--- src/rtl/menu_list_ui.sv ---
// Scrolling menu list: draws a ROWS-high window of NUM_ITEMS entries with a ">" cursor, emits a UUID on enter.
// Latency: nav key to lcd_write_req = 2 cycles; enter key to ui_update = 1 cycle.
// Backpressure: each row write holds lcd_write_req and payload until lcd_ack; keys outside NAV are dropped.
module menu_list_ui #(
    parameter int NUM_ITEMS = 3,
    parameter int ROWS      = 2,
    parameter int WRAP      = 1,
    parameter int UUID_BASE = 1
) (
    input  logic         clk,
    input  logic         rst,
    input  logic         active,
    input  logic         key_up,
    input  logic         key_down,
    input  logic         key_enter,
    output logic [3:0]   item_idx,
    input  logic [127:0] item_text,
    output logic         lcd_write_req,
    input  logic         lcd_ack,
    output logic [4:0]   lcd_x_pos,
    output logic [1:0]   lcd_y_pos,
    output logic [127:0] lcd_text,
    output logic [7:0]   lcd_text_len,
    output logic [3:0]   sel_index,
    output logic [3:0]   next_uuid,
    output logic         ui_update
);

    typedef enum logic [2:0] {
        IDLE  = 3'd0,
        NAV   = 3'd1,
        LOAD  = 3'd2,
        WRITE = 3'd3,
        ENTER = 3'd4
    } state_t;

    localparam logic [3:0] LAST_ITEM = 4'(NUM_ITEMS - 1);
    localparam logic [3:0] TOP_MAX   = 4'(NUM_ITEMS - ROWS);
    localparam logic [3:0] ROWS_M1   = 4'(ROWS - 1);
    localparam logic [1:0] LAST_ROW  = 2'(ROWS - 1);
    localparam logic [3:0] UUID0     = 4'(UUID_BASE);
    localparam logic [7:0] CHR_CURSOR = 8'h3E;
    localparam logic [7:0] CHR_SPACE  = 8'h20;

    state_t     state_q;
    state_t     state_d;
    logic [3:0] top_q;
    logic [1:0] row_q;
    logic [3:0] row_item;
    logic [3:0] nav_sel;
    logic [3:0] nav_top;
    logic       nav_change;
    logic [7:0] row_marker;

    // The first character of every item is overwritten by the cursor column.
    logic unused_text_hi;
    assign unused_text_hi = ^item_text[127:120];

    // Item currently being drawn: window top plus the row being written.
    assign row_item   = top_q + {2'b00, row_q};
    assign item_idx   = row_item;
    assign row_marker = (row_item == sel_index) ? CHR_CURSOR : CHR_SPACE;

    // Candidate selection/window after an up or down key (up wins over down).
    always_comb begin
        nav_sel = sel_index;
        nav_top = top_q;
        if (key_up) begin
            if (sel_index == 4'd0) begin
                if (WRAP != 0) begin
                    nav_sel = LAST_ITEM;
                    nav_top = TOP_MAX;
                end
            end else begin
                nav_sel = sel_index - 4'd1;
                if (nav_sel < top_q) begin
                    nav_top = nav_sel;
                end
            end
        end else if (key_down) begin
            if (sel_index == LAST_ITEM) begin
                if (WRAP != 0) begin
                    nav_sel = 4'd0;
                    nav_top = 4'd0;
                end
            end else begin
                nav_sel = sel_index + 4'd1;
                if (nav_sel > top_q + ROWS_M1) begin
                    nav_top = nav_sel - ROWS_M1;
                end
            end
        end
        nav_change = (nav_sel != sel_index) || (nav_top != top_q);
    end

    // Next-state logic; dropping active overrides everything.
    always_comb begin
        state_d = state_q;
        if (!active) begin
            state_d = IDLE;
        end else begin
            case (state_q)
                IDLE:  state_d = LOAD;
                NAV: begin
                    if (key_enter) begin
                        state_d = ENTER;
                    end else if (nav_change) begin
                        state_d = LOAD;
                    end
                end
                LOAD:  state_d = WRITE;
                WRITE: begin
                    if (lcd_ack) begin
                        state_d = (row_q == LAST_ROW) ? NAV : LOAD;
                    end
                end
                ENTER: state_d = NAV;
                default: state_d = IDLE;
            endcase
        end
    end

    // State register.
    always_ff @(posedge clk or posedge rst) begin
        if (rst) begin
            state_q <= IDLE;
        end else begin
            state_q <= state_d;
        end
    end

    // Selection, window, row counter, LCD payload and enter pulse.
    always_ff @(posedge clk or posedge rst) begin
        if (rst) begin
            sel_index     <= 4'd0;
            top_q         <= 4'd0;
            row_q         <= 2'd0;
            lcd_write_req <= 1'b0;
            lcd_x_pos     <= 5'd0;
            lcd_y_pos     <= 2'd0;
            lcd_text      <= '0;
            lcd_text_len  <= 8'd0;
            next_uuid     <= 4'd0;
            ui_update     <= 1'b0;
        end else begin
            ui_update <= 1'b0;
            case (state_q)
                IDLE: begin
                    if (active) begin
                        sel_index <= 4'd0;
                        top_q     <= 4'd0;
                        row_q     <= 2'd0;
                    end
                end
                NAV: begin
                    if (active) begin
                        if (key_enter) begin
                            next_uuid <= UUID0 + sel_index;
                            ui_update <= 1'b1;
                        end else if (nav_change) begin
                            sel_index <= nav_sel;
                            top_q     <= nav_top;
                            row_q     <= 2'd0;
                        end
                    end
                end
                LOAD: begin
                    if (active) begin
                        lcd_text      <= {row_marker, item_text[119:0]};
                        lcd_x_pos     <= 5'd0;
                        lcd_y_pos     <= row_q;
                        lcd_text_len  <= 8'd16;
                        lcd_write_req <= 1'b1;
                    end
                end
                WRITE: begin
                    if (!active) begin
                        lcd_write_req <= 1'b0;
                    end else if (lcd_ack) begin
                        lcd_write_req <= 1'b0;
                        if (row_q == LAST_ROW) begin
                            row_q <= 2'd0;
                        end else begin
                            row_q <= row_q + 2'd1;
                        end
                    end
                end
                default: begin
                end
            endcase
        end
    end

endmodule

--- config.mk ---
export PLATFORM = sky130hd
export DESIGN_NAME = menu_list_ui
export DESIGN_NICKNAME = d
export VERILOG_FILES = /design/src/rtl/menu_list_ui.sv
export SDC_FILE = /design/constraint.sdc
export NUM_CORES = 1
export LEC_CHECK = 0
export BUFFER_PORTS_ARGS = -buffer_cell sky130_fd_sc_hd__buf_2
export CORE_ASPECT_RATIO = 1.25
export CORE_MARGIN = 2
export CORE_UTILIZATION = 40
export DETAILED_ROUTE_END_ITERATION = 10
export PLACE_DENSITY_LB_ADDON = 0.05
export SKIP_LAST_GASP = 1
export SYNTH_ARGS = -nofsm -noshare
export SYNTH_HDL_FRONTEND = slang
export SYNTH_SLANG_ARGS = --single-unit
--- constraint.sdc ---
create_clock -name clk -period 8.7 [get_ports clk]
set_input_delay 0.435 -clock clk [delete_from_list [all_inputs] [get_ports clk]]
set_output_delay 0.435 -clock clk [all_outputs]
set_load 0.01 [all_outputs]
# Word level (Yosys, flattened, before mapping)

Index checks and enable logic that the tools add are counted.

Input port bits: 135
Word-level logic and storage cells: 89
Output and inout bits: 157
Bits in registers: 150

Equality and inequality tests: 18
Add/subtract/negate cells: 6
Multiplexer cells: 41
Magnitude comparators: 2
Reductions and logical operators: 12

Operators by type and width:

| cell                  | count |
|---|---|
| $mux W4               | 17 |
| $mux W2               | 8 |
| $pmux W4 S2           | 2 |
| $pmux W3 S5           | 1 |
| $ne A2 B2 Y1 const B  | 7 |
| $mux W3               | 4 |
| $ne A4 B4 Y1          | 2 |
| $sub A4 B1 Y4 const B | 2 |
| $reduce_and A7 Y1     | 1 |
| $eq A3 B2 Y1 const B  | 2 |
| $mux W1               | 6 |
| $pmux W2 S3           | 1 |
| $reduce_and A3 Y1     | 2 |
| $mux W5               | 1 |
| $reduce_and A5 Y1     | 1 |
| $add A1 B4 Y4 const A | 1 |
| $add A4 B1 Y4 const B | 1 |
| $add A4 B2 Y4         | 1 |
| $eq A4 B2 Y1 const B  | 1 |
| $eq A4 B4 Y1          | 1 |
| $gt A4 B4 Y1          | 1 |
| $logic_not A4 Y1      | 1 |
| $lt A4 B4 Y1          | 1 |
| $ne A4 B4 Y1 const B  | 1 |
| other kinds (11)      | 13 |

# Longest topological paths before layout

Gate-level depths: netlist (run 1).

Depth after elaboration: 12
Depth in mapped cells: 11
Mapped depth without buffers: 10

# Least setup slack after synthesis (run 1)

OpenSTA, ideal clock, no wires.

Path kind: reg2reg
Start: register sel_index[0]
End: register top_q[1]
Arrival time: 2.755 ns
Period minus slack after synthesis: 2.824 ns
Slack: 5.876 ns
Setup time: 0.069 ns
Stages on the path, launching flop included: 12
Required time: 8.631 ns
Cell sequence: dfrtp_1 > clkbuf_1 > inv_1 > ha_1 > inv_1 > ha_1 > nor2b_1 > o211ai_1 > or4b_4 > a31oi_1 > o21ai_1 > nand3_1

Cells in the longest elaborated chain, start to end: 10
Elaborated cells on any way between the ends: 26
Those cells by class: 3 x add/sub; 2 x order compare; 4 x eq/ne; 14 x mux; 3 x reduce/logical

RTL lines:

| element                                                                  | RTL line | RTL |
|---|---|---|
| start: declaration                                                       | 24       | `output logic [3:0] sel_index,` |
| start signal: assignment                                                 | 161      | `sel_index <= nav_sel;` |
| $add A1 B4 Y4                                                            | 87       | `nav_sel = sel_index + 4'd1;` |
| $sub A4 B1 Y4 / $gt A4 B4 Y1 (equally long branches)                     | 89, 88   |  |
| $mux W4                                                                  | 88       | `if (nav_sel > top_q + ROWS_M1) begin` |
| $mux W4                                                                  | 81       | `if (sel_index == LAST_ITEM) begin` |
| $mux W4                                                                  | 80       | `end else if (key_down) begin` |
| $mux W4                                                                  | 68       | `if (key_up) begin` |
| $ne A4 B4 Y1 / $mux W4 (equally long branches)                           | 93, 160  |  |
| $logic_or A1 B1 Y1 / $mux W4 (equally long branches)                     | 93, 157  |  |
| $ne A2 B2 Y1 (no source line) / $mux W4 (equally long branches)          | -        |  |
| $reduce_and A5 Y1 (no source line) / $pmux W4 S2 (equally long branches) | -        |  |
| end signal: assignment                                                   | 162      | `top_q <= nav_top;` |
| end: declaration                                                         | 47       | `logic [3:0] top_q;` |

Several ways; a longest one is shown, not always the timed one. The select of a mux whose other input is x is not followed.
A chain may end at the register's enable or synchronous reset.

# Worst setup path after layout (run 1)

Ends and elaborated chain as after synthesis.

==> results.json, run 1 <==
{
  "status": "finished, final reports clean",
  "routedWlPerCell_um": 16.38,
  "num_vias": 4626,
  "synth_top_cell_by_area": "dfrtp_1",
  "cp-start-kind": "register",
  "final_common_cell": "buf_2",
  "syn_area_mm2": 0.006385,
  "fp.dieW_um": 117.0,
  "die_h_um": 145.3,
  "leakage_nw": 4.082,
  "powerDensity_mw_per_mm2": 250.9,
  "coreArea_mm2": 0.01563,
  "drt_iter0_markers": 215,
  "path_cells": "inv_1, ha_1, inv_1, ha_1, nor2b_1, o211ai_1, or4b_4, a31oi_1, o21ai_1, nand3_1",
  "syn_to_final_growth_pct": 30.88,
  "ys_seq_elements": 143,
  "dpl.hpwl_um": 11860,
  "critical_path_arrival_ns": 3.58,
  "cts-resized-gates": 0,
  "cpPeakStageDelay_ns": 0.74,
  "synthTopCellsByArea": "dfrtp_1 56%, mux2_2 20%, buf_4 3.1%",
  "timing_hold_violations_final": 0,
  "worst_slew_pin_slew_ns": 0.9697,
  "cts_buffer_depth": 2,
  "path_clk_slew_ns": 0.06,
  "slew_headroom": 0.3535,
  "std_cell_rows": 51,
  "vdd_drop_max_mv": 0.1710,
  "synthCells": 482,
  "routed_wl_um": 15820,
  "cp_data_required_time_ns": 9.04,
  "io_buffers": 268,
  "fmax_mhz": 309.1,
  "ys_seq_area_frac": 0.5605,
  "post-route-period-util": 0.3718,
  "rsz0062_at_grt": "no",
  "synth_edf_count": 0,
  "path_max_fanout": 16,
  "drc": 0,
  "avgViaCountPerCell": 4.789,
  "layout_common_cells": "268 x buf_2, 143 x dfrtp_1, 114 x mux2_2",
  "gp_congestion": 0.8592,
  "grt_first_pass_wirelength_um": 24550,
  "post_cts_buffers": 0,
  "grt.total_usage": 0.1872,
  "grt_pass1_vias": 4565,
  "synth-main-ff-cell": "dfrtp_1",
  "layout-drive-gt1-share": 0.5597,
  "crit_family": "adder cells",
  "insertion_delay_ns": 0.41,
  "h-tree-depth": 4,
  "cts_buffers": 17,
  "diodes": 0,
  "cp_slowest_cell": "dfrtp_1",
  "antenna_left": 0,
  "ys_warn_count": 0,
  "path_buf_inv": 2,
  "finClkSkew_ns": 0.007827,
  "overflow": 0,
  "pin_count": 292,
  "num-nets-final": 893,
  "slew_viol_final": 0,
  "syn_avg_cell_area_um2": 13.25,
  "async_flop_share": 1.000,
  "antenna_found_initial": 0,
  "synth_top_cell_area_share": 0.5605,
  "start_util": 0.4084,
  "cts_sinks": 143,
  "drt_pass1_iterations": 4,
  "cts_tree": "yes",
  "grt_start_max_net_pins": 76,
  "design_area_mm2": 0.008357,
  "hp-class": "input port to asynchronous set/reset pin",
  "cp-end-kind": "register",
  "path_class": "register to register",
  "die-area_mm2": 0.01700,
  "fill_cells": 1379,
  "setup_viol": 0,
  "cts_root_buffer": "clkbuf_16",
  "drv_cap": 0,
  "setup_tns_ns": 0,
  "place_area_mm2": 0.007782,
  "post-route-min-period_ns": 3.235,
  "yosysUniqueCellTypes": 59,
  "holdBufCountCts": 0
}
-- worst paths after layout --
| check | slack, ns | end | start | cells past startpoint |
|---|---|---|---|---|
| max | 5.47 | top_q[1]$_DFFE_PP0P_ | sel_index[0]$_DFFE_PP0P_ | 10 |
| max in group asynchronous | 7.20 | lcd_text[32]$_DFFE_PP0P_ | rst | 3 |
| min in group clk | 0.24 | lcd_text[6]$_DFFE_PP0P_ | item_text[6] | 2 |
| max reg2reg | 5.47 | top_q[1]$_DFFE_PP0P_ | sel_index[0]$_DFFE_PP0P_ | 10 |
| min reg2reg | 0.48 | lcd_text[4]$_DFFE_PP0P_ | lcd_text[4]$_DFFE_PP0P_ | 1 |
| min | 0.1 | next_uuid[0]$_DFFE_PP0P_ | rst | 2 |
-- Yosys cell counts, drive strengths merged, types with 2 or more instances --
library cell and count:
a211o 2, a21oi 9, a221oi 2, a31oi 2
and2 2, and3 2, buf 39, clkbuf 4
dfrtp 143, ha 14, inv 16, mux2 122
nand2 19, nand3 13, nand4 3, nor2 16
nor2b 2, nor3 2, nor3b 2, nor4 2
o2111ai 2, o21ai 17, o22ai 2, o2bb2ai 2
o31ai 2, or2 2, xnor2 11, xor2 6
-- layer usage --
layer / wire length (µm) / up-vias / part of all wire / track usage
li1: - / 2190 / - / -
met1: 6064 / 2251 / 0.38 / 0.2116
met2: 8406 / 167 / 0.53 / 0.3335
met3: 1081 / 18 / 0.068 / 0.05180
met4: 270 / 0 / 0.017 / 0.06176
met5: 0 / - / 0 / 0
-- stage by stage --
stage          cells    util  setup slack, ns  hold WS [ns]  power [W]
2_1_floorplan    496       -            4.427        0.4989   0.001195
3_3_place_gp     936  0.4978            5.577        0.4639   0.001408
3_5_place_dp     936  0.4978            5.535        0.4649   0.001421
4_1_cts          966  0.5345            5.512        0.1257   0.002127
5_1_grt          966  0.5345            5.269        0.1475   0.002215
6_report         966  0.5345            5.465       0.09838   0.002096
-- kinds of logic after synthesis --
family	share of synthesized area
AOI/OAI and AO/OA	0.05429
xor gates and xnor gates	0.02332
adders and majority gates	0.03057
buffers and inverters	0.05546
DFF	0.5605
muxes	0.2167
other	0.0005873
and+or+nand+nor	0.05860
-- where the power goes --
part	leakage (nW)	internal [W]	total [W]	switching (W)
combinational	2.09	0.000257	0.000522	0.000265
clock	0.277	0.000429	0.000698	0.000269
sequential	1.71	0.000805	0.000876	0.0000710
total	4.08	0.00149	0.00210	0.000605
-- registers in the layout, summed over array words and instances (netlist names) --
name,cells
lcd_text,122
state_q,3
sel_index,4
lcd_write_req,1
top_q,4
lcd_y_pos,2
next_uuid,4
ui_update,1
row_q,2
-- area by class of cell --
type                            count  area, µm²  share of cell area
Multi-Input combinational cell    294       2510              0.3003
Timing Repair Buffer              271       1364              0.1632
Inverter                           16      65.06            0.007786
Clock buffer                       22      494.2             0.05914
Clock inverter                      8      80.08            0.009582
Tap cell                          212      265.3             0.03174
Sequential cell                   143       3578              0.4282
Note: power is estimated with default switching activity, not from simulation.
==> run 2, diff against run 1 <==
--- a/config.mk
+++ b/config.mk
@@ -5,6 +5,7 @@
 export SDC_FILE = /design/constraint.sdc
 export NUM_CORES = 1
 export LEC_CHECK = 0
+export ABC_AREA = 1
 export BUFFER_PORTS_ARGS = -buffer_cell sky130_fd_sc_hd__buf_2
 export CORE_ASPECT_RATIO = 1.25
 export CORE_MARGIN = 2
==> constraint.sdc (replaced) <==
create_clock -name clk -period 2.7 [get_ports clk]
set_input_delay 0.135 -clock clk [delete_from_list [all_inputs] [get_ports clk]]
set_output_delay 0.135 -clock clk [all_outputs]
set_load 0.01 [all_outputs]
==> results.json, run 2 <==
{
  "status": "finished, final reports clean",
  "critical_path_arrival_ns": 2.61,
  "cp-end-kind": "register",
  "hp-class": "input port to register",
  "drt_iter0_markers": 450,
  "grt_start_max_net_pins": 123,
  "avgViaCountPerCell": 4.463,
  "syn_avg_cell_area_um2": 8.317,
  "cts_root_buffer": "clkbuf_16",
  "syn_area_mm2": 0.006387,
  "insertion_delay_ns": 0.42,
  "grt.total_usage": 0.2279,
  "path_clk_slew_ns": 0.06,
  "slew_headroom": 0.5301,
  "layout_common_cells": "419 x nand2_1, 268 x buf_2, 143 x dfrtp_1",
  "start_util": 0.4086,
  "synth-main-ff-cell": "dfrtp_1",
  "dpl.hpwl_um": 12800,
  "synth_edf_count": 0,
  "post-route-min-period_ns": 2.266,
  "pin_count": 292,
  "yosysUniqueCellTypes": 35,
  "cts_buffer_depth": 2,
  "grt_first_pass_wirelength_um": 30390,
  "synth_common_cells": "419 x nand2_1, 143 x dfrtp_1, 29 x inv_1",
  "drv_cap": 0,
  "place_area_mm2": 0.007911,
  "diodes": 0,
  "slew_viol_final": 0,
  "rsz0062_at_grt": "no",
  "timing_hold_violations_final": 0,
  "largest_register_ffs": 122,
  "design_area_mm2": 0.009726,
  "async_flop_share": 1.000,
  "yosysMostFrequentCell": "nand2_1",
  "die_h_um": 145.3,
  "cpPeakStageDelay_ns": 0.44,
  "path_class": "register to register",
  "synthCells": 768,
  "path_max_fanout": 6,
  "setup_tns_ns": 0,
  "synthTopCellsByArea": "dfrtp_1 56%, nand2_1 25%, ha_1 2.7%",
  "cp-start-kind": "register",
  "layout-drive-gt1-share": 0.2819,
  "cts_buffers": 17,
  "synth_top_cell_area_share": 0.5602,
  "fin_ws_ns": 0.4336,
  "fmax_mhz": 441.2,
  "synth_top_cell_by_area": "dfrtp_1",
  "final_core_utilization": 0.6221,
  "ys_warn_count": 0,
  "cp_data_required_time_ns": 3.04,
  "overflow": 0,
  "routed_wl_um": 19150,
  "antenna_left": 0,
  "path_cells": "inv_1, ha_1, inv_1, ha_1, inv_1, nor2_1, o211ai_1, nand2_1, a21oi_1, o21ai_1, nand2_1, nand3_1, o21ai_1",
  "coreArea_mm2": 0.01563,
  "fin_hold_ws_ns": 0.07715,
  "grt_pass1_vias": 6174,
  "die-area_mm2": 0.01700,
  "ys_seq_elements": 143,
  "regMostFlops": "lcd_text",
  "critPathMostFrequentCell": "inv_1",
  "cts_sinks": 143,
  "num-nets-final": 1304,
  "ys_seq_area_frac": 0.5602,
  "pre_cts_slack_ns": 0.4406,
  "setup_viol": 0,
  "io_buffers": 268,
  "drt_pass1_iterations": 4,
  "powerDensity_mw_per_mm2": 1076,
  "antenna_found_initial": 0,
  "std_cell_rows": 51,
  "num_vias": 6154,
  "routedWlPerCell_um": 13.89,
  "cts_tree": "yes",
  "post-route-period-util": 0.8394,
  "gp_congestion": 0.8870,
  "h-tree-depth": 4,
  "finClkSkew_ns": 0.002767,
  "final_common_cell": "nand2_1",
  "vdd_drop_max_mv": 0.5333,
  "worst_slew_pin_slew_ns": 0.7034,
  "fp.dieW_um": 117.0,
  "syn_to_final_growth_pct": 52.26,
  "cp_slowest_cell": "dfrtp_1",
  "drc": 0,
  "cts-resized-gates": 0,
  "leakage_nw": 5.480
}
==> run 2: cell types whose count changed after synthesis, moves of 4 or more <==
cell / delta
clkbuf_1: +8
nand2_1: +401
inv_1: +13
buf_4: -5
o211ai_1: +4
inv_2: +11
mux2_1: -8
buf_1: +4
xnor2_1: -9
mux2_2: -114
o21ai_1: +7
==> run 2: final timing paths <==
path / startpoint / to / slack (ns) / depth (start not counted)
min in group asynchronous: rst / lcd_text[73]$_DFFE_PP0P_ / 0.37 / 3
max in group asynchronous: rst / lcd_text[111]$_DFFE_PP0P_ / 1.62 / 4
worst max register to register: sel_index[1]$_DFFE_PP0P_ / top_q[2]$_DFFE_PP0P_ / 0.43 / 13
worst min-delay path: lcd_ack / lcd_write_req$_DFFE_PP0P_ / 0.08 / 4
worst min register to register: lcd_text[113]$_DFFE_PP0P_ / lcd_text[113]$_DFFE_PP0P_ / 0.46 / 2
worst max-delay path: sel_index[1]$_DFFE_PP0P_ / top_q[2]$_DFFE_PP0P_ / 0.43 / 13
==> run 2: critical path, delay by kind of cell (launching register included) <==
| kind | cells | cell delay [ns] |
|---|---|---|
| flip-flops | 1 | 0.44 |
| adder cells (fa/ha/maj) | 2 | 0.64 |
| AO/OA/AOI/OAI | 4 | 0.50 |
| buffers and inverters | 3 | 0.29 |
| AND/OR/NAND/NOR | 4 | 0.31 |
==> run 2: cell type report <==
type | instances | area, µm²
multi-input combinational | 549 | 2412
tap | 212 | 265.3
timing repair buffer | 402 | 2715
sequential | 143 | 3578
clock buffer | 22 | 484.2
clock inverter | 10 | 108.9
inverter | 41 | 161.4
fill | 1396 | 5908
==> run 2: cells by family after synthesis <==
| family | Yosys count | synth area share |
|---|---|---|
| DFF | 143 | 0.5602 |
| AOI/OAI and AO/OA | 49 | 0.04623 |
| and+or+nand+nor | 460 | 0.2784 |
| xor gates and xnor gates | 10 | 0.01371 |
| other | 1 | 0.0005871 |
| buffers and inverters | 90 | 0.07032 |
| adders and majority gates | 15 | 0.03056 |
==> run 2: through the flow <==
step           instances  power [W]
2_1_floorplan        782   0.006329
5_1_grt             1379    0.01135
6_report            1379    0.01046
3_3_place_gp        1225   0.007958
3_5_place_dp        1225   0.008028
4_1_cts             1379    0.01054
==> run 2: layer usage <==
metal  vias up  GRT usage  share of wire
met5         -          0              0
met4         0    0.08000          0.026
met3        37    0.06266          0.062
met2       203     0.3818           0.50
met1      2802     0.2786           0.42
li1       3112          -              -
==> run 2: where the power goes <==
| group | total (W) | internal (W) | switching [W] |
|---|---|---|---|
| logic | 0.00453 | 0.00177 | 0.00276 |
| clock network | 0.00233 | 0.00145 | 0.000877 |
| registers | 0.00360 | 0.00308 | 0.000524 |
==> run 2: timing repair <==
action	CTS	global route
hold buffers	122	0
setup buffers	0	0
hold endpoints to repair	145	0
